`config.mk`:
```
export PLATFORM = sky130hd
export DESIGN_NAME = wb_sdram_arbiter
export DESIGN_NICKNAME = d
export VERILOG_FILES = /design/src/rtl/wb_sdram_arbiter.sv
export SDC_FILE = /design/constraint.sdc
export NUM_CORES = 1
export LEC_CHECK = 0
export CORE_AREA = 4 4 119 121
export DETAILED_ROUTE_END_ITERATION = 12
export DIE_AREA = 0 0 123 125
export GPL_TIMING_DRIVEN = 0
export SYNTH_ARGS = -nofsm -noshare
export SYNTH_HDL_FRONTEND = slang
export SYNTH_SLANG_ARGS = --single-unit
export TNS_END_PERCENT = 100
```
`constraint.sdc`:
```
create_clock -name wb_clk_i -period 2.9 [get_ports wb_clk_i]
set_input_delay 0.87 -clock wb_clk_i [delete_from_list [all_inputs] [get_ports wb_clk_i]]
set_output_delay 0.87 -clock wb_clk_i [all_outputs]
set_load 0.01 [all_outputs]
```
`src/rtl/wb_sdram_arbiter.sv`:
```
// Two-master Wishbone arbiter in front of a single SDRAM controller port.
// Round-robin on ties, no preemption: a master keeps the bus for as long as
// it holds cyc, and the grant only changes on a clock edge.
module wb_sdram_arbiter #(
  parameter int dw     = 32,
  parameter int APP_AW = 26
) (
  input  logic              wb_clk_i,
  input  logic              wb_rst_i,
  input  logic              sdr_init_done,
  // master 0
  input  logic              m0_cyc_i,
  input  logic              m0_stb_i,
  input  logic              m0_we_i,
  input  logic [APP_AW-1:0] m0_addr_i,
  input  logic [dw-1:0]     m0_dat_i,
  input  logic [dw/8-1:0]   m0_sel_i,
  input  logic [2:0]        m0_cti_i,
  output logic              m0_ack_o,
  output logic [dw-1:0]     m0_dat_o,
  // master 1
  input  logic              m1_cyc_i,
  input  logic              m1_stb_i,
  input  logic              m1_we_i,
  input  logic [APP_AW-1:0] m1_addr_i,
  input  logic [dw-1:0]     m1_dat_i,
  input  logic [dw/8-1:0]   m1_sel_i,
  input  logic [2:0]        m1_cti_i,
  output logic              m1_ack_o,
  output logic [dw-1:0]     m1_dat_o,
  // memory controller side
  output logic              s_cyc_o,
  output logic              s_stb_o,
  output logic              s_we_o,
  output logic [APP_AW-1:0] s_addr_o,
  output logic [dw-1:0]     s_dat_o,
  output logic [dw/8-1:0]   s_sel_o,
  output logic [2:0]        s_cti_o,
  input  logic              s_ack_i,
  input  logic [dw-1:0]     s_dat_i,
  output logic [1:0]        gnt_o
);

  typedef enum logic [1:0] {
    IDLE = 2'd0,
    OWN0 = 2'd1,
    OWN1 = 2'd2
  } state_t;

  state_t     r_state;
  state_t     w_state_next;
  logic       r_last_owner;
  logic       w_last_owner_next;
  logic [1:0] r_gnt;
  logic [1:0] w_gnt_next;

  // State, round-robin pointer and registered grant; last_owner=1 after reset
  // so master 0 wins the first tie.
  always_ff @(posedge wb_clk_i) begin
    // NOTE: non-blocking assignments keep every register in this block
    // updating from the same pre-edge values, independent of statement order.
    if (wb_rst_i) begin
      r_state      <= IDLE;
      r_last_owner <= 1'b1;
      r_gnt        <= 2'b00;
    end else begin
      r_state      <= w_state_next;
      r_last_owner <= w_last_owner_next;
      r_gnt        <= w_gnt_next;
    end
  end

  // Next-state logic: grant on request, hold while cyc, hand over on release.
  always_comb begin
    // NOTE: every signal gets a default first so no path through the case
    // leaves it unassigned, which would otherwise infer a latch.
    w_state_next      = r_state;
    w_last_owner_next = r_last_owner;
    unique case (r_state)
      IDLE: begin
        if (sdr_init_done) begin
          if (m0_cyc_i && m1_cyc_i) w_state_next = r_last_owner ? OWN0 : OWN1;
          else if (m0_cyc_i)        w_state_next = OWN0;
          else if (m1_cyc_i)        w_state_next = OWN1;
        end
      end
      OWN0: begin
        if (!m0_cyc_i) begin
          w_last_owner_next = 1'b0;
          w_state_next      = (m1_cyc_i && sdr_init_done) ? OWN1 : IDLE;
        end
      end
      OWN1: begin
        if (!m1_cyc_i) begin
          w_last_owner_next = 1'b1;
          w_state_next      = (m0_cyc_i && sdr_init_done) ? OWN0 : IDLE;
        end
      end
      default: w_state_next = IDLE;
    endcase

    unique case (w_state_next)
      OWN0:    w_gnt_next = 2'b01;
      OWN1:    w_gnt_next = 2'b10;
      default: w_gnt_next = 2'b00;
    endcase
  end

  assign gnt_o = r_gnt;

  // Bus steering: the owner sees the slave, everyone else sees zeros.
  always_comb begin
    s_cyc_o  = 1'b0;
    s_stb_o  = 1'b0;
    s_we_o   = 1'b0;
    s_addr_o = '0;
    s_dat_o  = '0;
    s_sel_o  = '0;
    s_cti_o  = 3'b000;
    m0_ack_o = 1'b0;
    m0_dat_o = '0;
    m1_ack_o = 1'b0;
    m1_dat_o = '0;
    unique case (r_state)
      OWN0: begin
        s_cyc_o  = m0_cyc_i;
        s_stb_o  = m0_stb_i;
        s_we_o   = m0_we_i;
        s_addr_o = m0_addr_i;
        s_dat_o  = m0_dat_i;
        s_sel_o  = m0_sel_i;
        s_cti_o  = m0_cti_i;
        m0_ack_o = s_ack_i;
        m0_dat_o = s_dat_i;
      end
      OWN1: begin
        s_cyc_o  = m1_cyc_i;
        s_stb_o  = m1_stb_i;
        s_we_o   = m1_we_i;
        s_addr_o = m1_addr_i;
        s_dat_o  = m1_dat_i;
        s_sel_o  = m1_sel_i;
        s_cti_o  = m1_cti_i;
        m1_ack_o = s_ack_i;
        m1_dat_o = s_dat_i;
      end
      default: ;
    endcase
  end

endmodule

```
==> impl_results.md <==
* DRC at 0
* Port bufs at 307
* Top_reg_cell synth: dfxtp_1
* Cell area after synthesis at 1810 sq um
* Crit Path Max Fanout at 2
* Die Area at 15400 sq um
* CP peak stage delay at 530 ps
* Vias at 3261
* DIE HEIGHT at 125 um
* Clk pin slew, worst setup/hold paths at 30 ps
* All-layer global routing usage at 0.150
* Largest net degree at the start of global routing at 11
* Total CTS buffers at 3
* CTS Hold Buffers Added at 0
* ANT nets after route at 0
* Slew @ Worst Pin at 285 ps
* Total power divided by cell area at 240 nW/um^2
* Yosys reg bits at 5
* Clk root buf: clkbuf_16
* H-tree levels at 1
* Hold Path Class: reg2reg
* Yosys Warn Count at 0
* Layout cells sized above 1 at 0.0796
* Cell Rows at 42
* Yosys top cell area share at 0.277
* Critical path required time at 2030 ps
* First-pass GRT wire length at 18500 um
* Starting Density at 0.139
* Initial antenna violation count at 0
* Drt first pass iters at 4
* CTS tree: done
* Final GP Congestion at 0.928
* Final core utilization at 0.404
* Bufs on Longest Clock Path at 2
* Cell Chain, Critical Path: clkdlybuf4s50_1 > and2_1 > clkdlybuf4s50_1
* Sequential area share after synthesis at 0.0552
* Sink Count at 5
* 1st-iter DRT viols at 69
* Final hold slack at 572 ps
* Most common cell on crit path: clkdlybuf4s50_1
* Synth unique cells at 29
* Final nets at 755
* Critical Path End Type: output pin
* Data arrival, critical path at 2000 ps
* Final antenna diode count at 0
* Post-synth ARST share at 0
* Placeable Area at 13100 sq um
* Max-cap viol count at 0
* Clk_lat worst skew at 230 ps
* Syn-to-layout area delta at 192%
* Slew margin rel. at 0.809
* Top cells by area, synth: a22oi_1 28%, and2_1 23%, nor2b_1 23%, dfxtp_1 5.5%, clkbuf_1 3.5%
* Fin crit share at 0.990
* Finish-stage setup viols at 0
* Dpl cell area at 5110 sq um
* Drt total wl at 12800 um
* Total gr overflow at 0
* Net Count, Synth at 443
* Post-Layout Inst Area at 5290 sq um
* VDD IR max at 0.175 mV
* Setup crit start kind: input port
* Syn avg cell area at 6.79 sq um
* Max-slew violations at 0
* Die X at 123 um
* Leakage dissipation at 2.78 nW
* Post-Syn Instances at 267
* Hpwl dp at 10800 um
* Final Hold Viols at 0
* Fmax at 348 MHz
* Clk_skew at 3.05 ps
* List of most frequent post-synthesis cells: 67 x a22oi_1, 67 x and2_1, 67 x nor2b_1, 17 x clkbuf_1, 11 x buf_2
* I/O pins at 308
* DR WL/cell at 17.0 um
* WS Path Type: in2out
* Outcome: finished clean
* Vias in the first global route at 3462
* Number of synthesized flops with an enable pin at 0
* CP max-delay cell: clkdlybuf4s50_1
* Post-layout min period at 2870 ps
* Via-to-Cell Ratio at 4.32
* Yosys top cell by area: a22oi_1
## where the power goes
| part | leakage (nW) | switching [mW] | internal (mW) |
|---|---|---|---|
| Combinational | 2.70 | 0.395 | 0.556 |
| Sequential | 0.0418 | 0.00822 | 0.0792 |
| Clock | 0.0382 | 0.0492 | 0.183 |
## final timing paths
path                                             endpoint  slack, ps                      start  depth (start not counted)
worst max register to register        gnt_o[0]$_SDFF_PP0_       1350      r_state[0]$_SDFF_PP0_                          8
worst max-delay path                         m0_dat_o[19]         30                s_dat_i[19]                          3
worst min register to register  r_last_owner$_SDFFE_PP1P_        570  r_last_owner$_SDFFE_PP1P_                          2
worst min-delay path            r_last_owner$_SDFFE_PP1P_        570  r_last_owner$_SDFFE_PP1P_                          2
## layer usage
layer | wire, um | share of wire | vias to the layer above | GRT usage
li1 | - | - | 1566 | -
met1 | 4520 | 0.35 | 1461 | 0.160
met4 | 233 | 0.018 | 0 | 0.0300
met2 | 6520 | 0.51 | 217 | 0.289
met3 | 1540 | 0.12 | 17 | 0.0443
met5 | 0 | 0 | - | 0
## per-stage QoR
stage / setup TNS, ps / instances / power [mW] / worst slack, ps
2_1_floorplan: 0 / 267 / 0.483 / 654
3_3_place_gp: -7510 / 750 / 1.04 / -311
3_5_place_dp: -9850 / 750 / 1.05 / -364
4_1_cts: -0.260 / 754 / 1.29 / -0.260
5_1_grt: -8.89 / 754 / 1.36 / -8.89
6_report: 0 / 754 / 1.27 / 28.2
## cells in the final DEF, fill, tap and decap left out, types with 2 or more instances in the layout
master           instances
nand2_1                  3
o221ai_1                 2
dlymetal6s2s_1          34
dlygate4sd2_1           83
clkdlybuf4s50_1        189
nand2b_1                 2
inv_2                    3
buf_4                    9
clkbuf_2                 9
a22oi_1                 67
nor2b_1                 67
dfxtp_1                  3
ha_1                     2
buf_6                    4
dfxtp_2                  2
clkbuf_16                3
buf_8                    2
and2_1                  67
nor2_1                   2
clkbuf_4                 5
## state kept, by name, summed over array words and instances (netlist names)
name	cells
r_last_owner	1
r_state	2
gnt_o	2
## cells by family (layout without fill, tap and decap cells)
logic type | count (synthesis) | after routing | synth area share
fa+ha+maj | 4 | 4 | 0.0276
flops | 5 | 5 | 0.0552
compound gates | 78 | 78 | 0.328
simple gates | 147 | 147 | 0.505
buf+inv | 33 | 344 | 0.0841
## layout make-up
cell class	count	area [sq um]
fill	1338	7790
multi-input combinational	229	1580
clock buffer	4	78.8
tap	176	220
sequential	5	103
buffer	30	245
inverter	3	11.3
timing repair buffer	307	3060
## critical path: cells and delay by family
family        cells  cell delay [ps]
buf+inv           2             1000
simple gates      1              130
## timing repair
action | in CTS | in global routing
setup endpoints to repair | 134 | 51
setup buffers | 0 | 0
pin swaps | 0 | 0
gates resized for setup | 133 | 46
hold endpoints to repair | 0 | 0
cloned | 0 | 0
(Power assumes the default switching activity.)
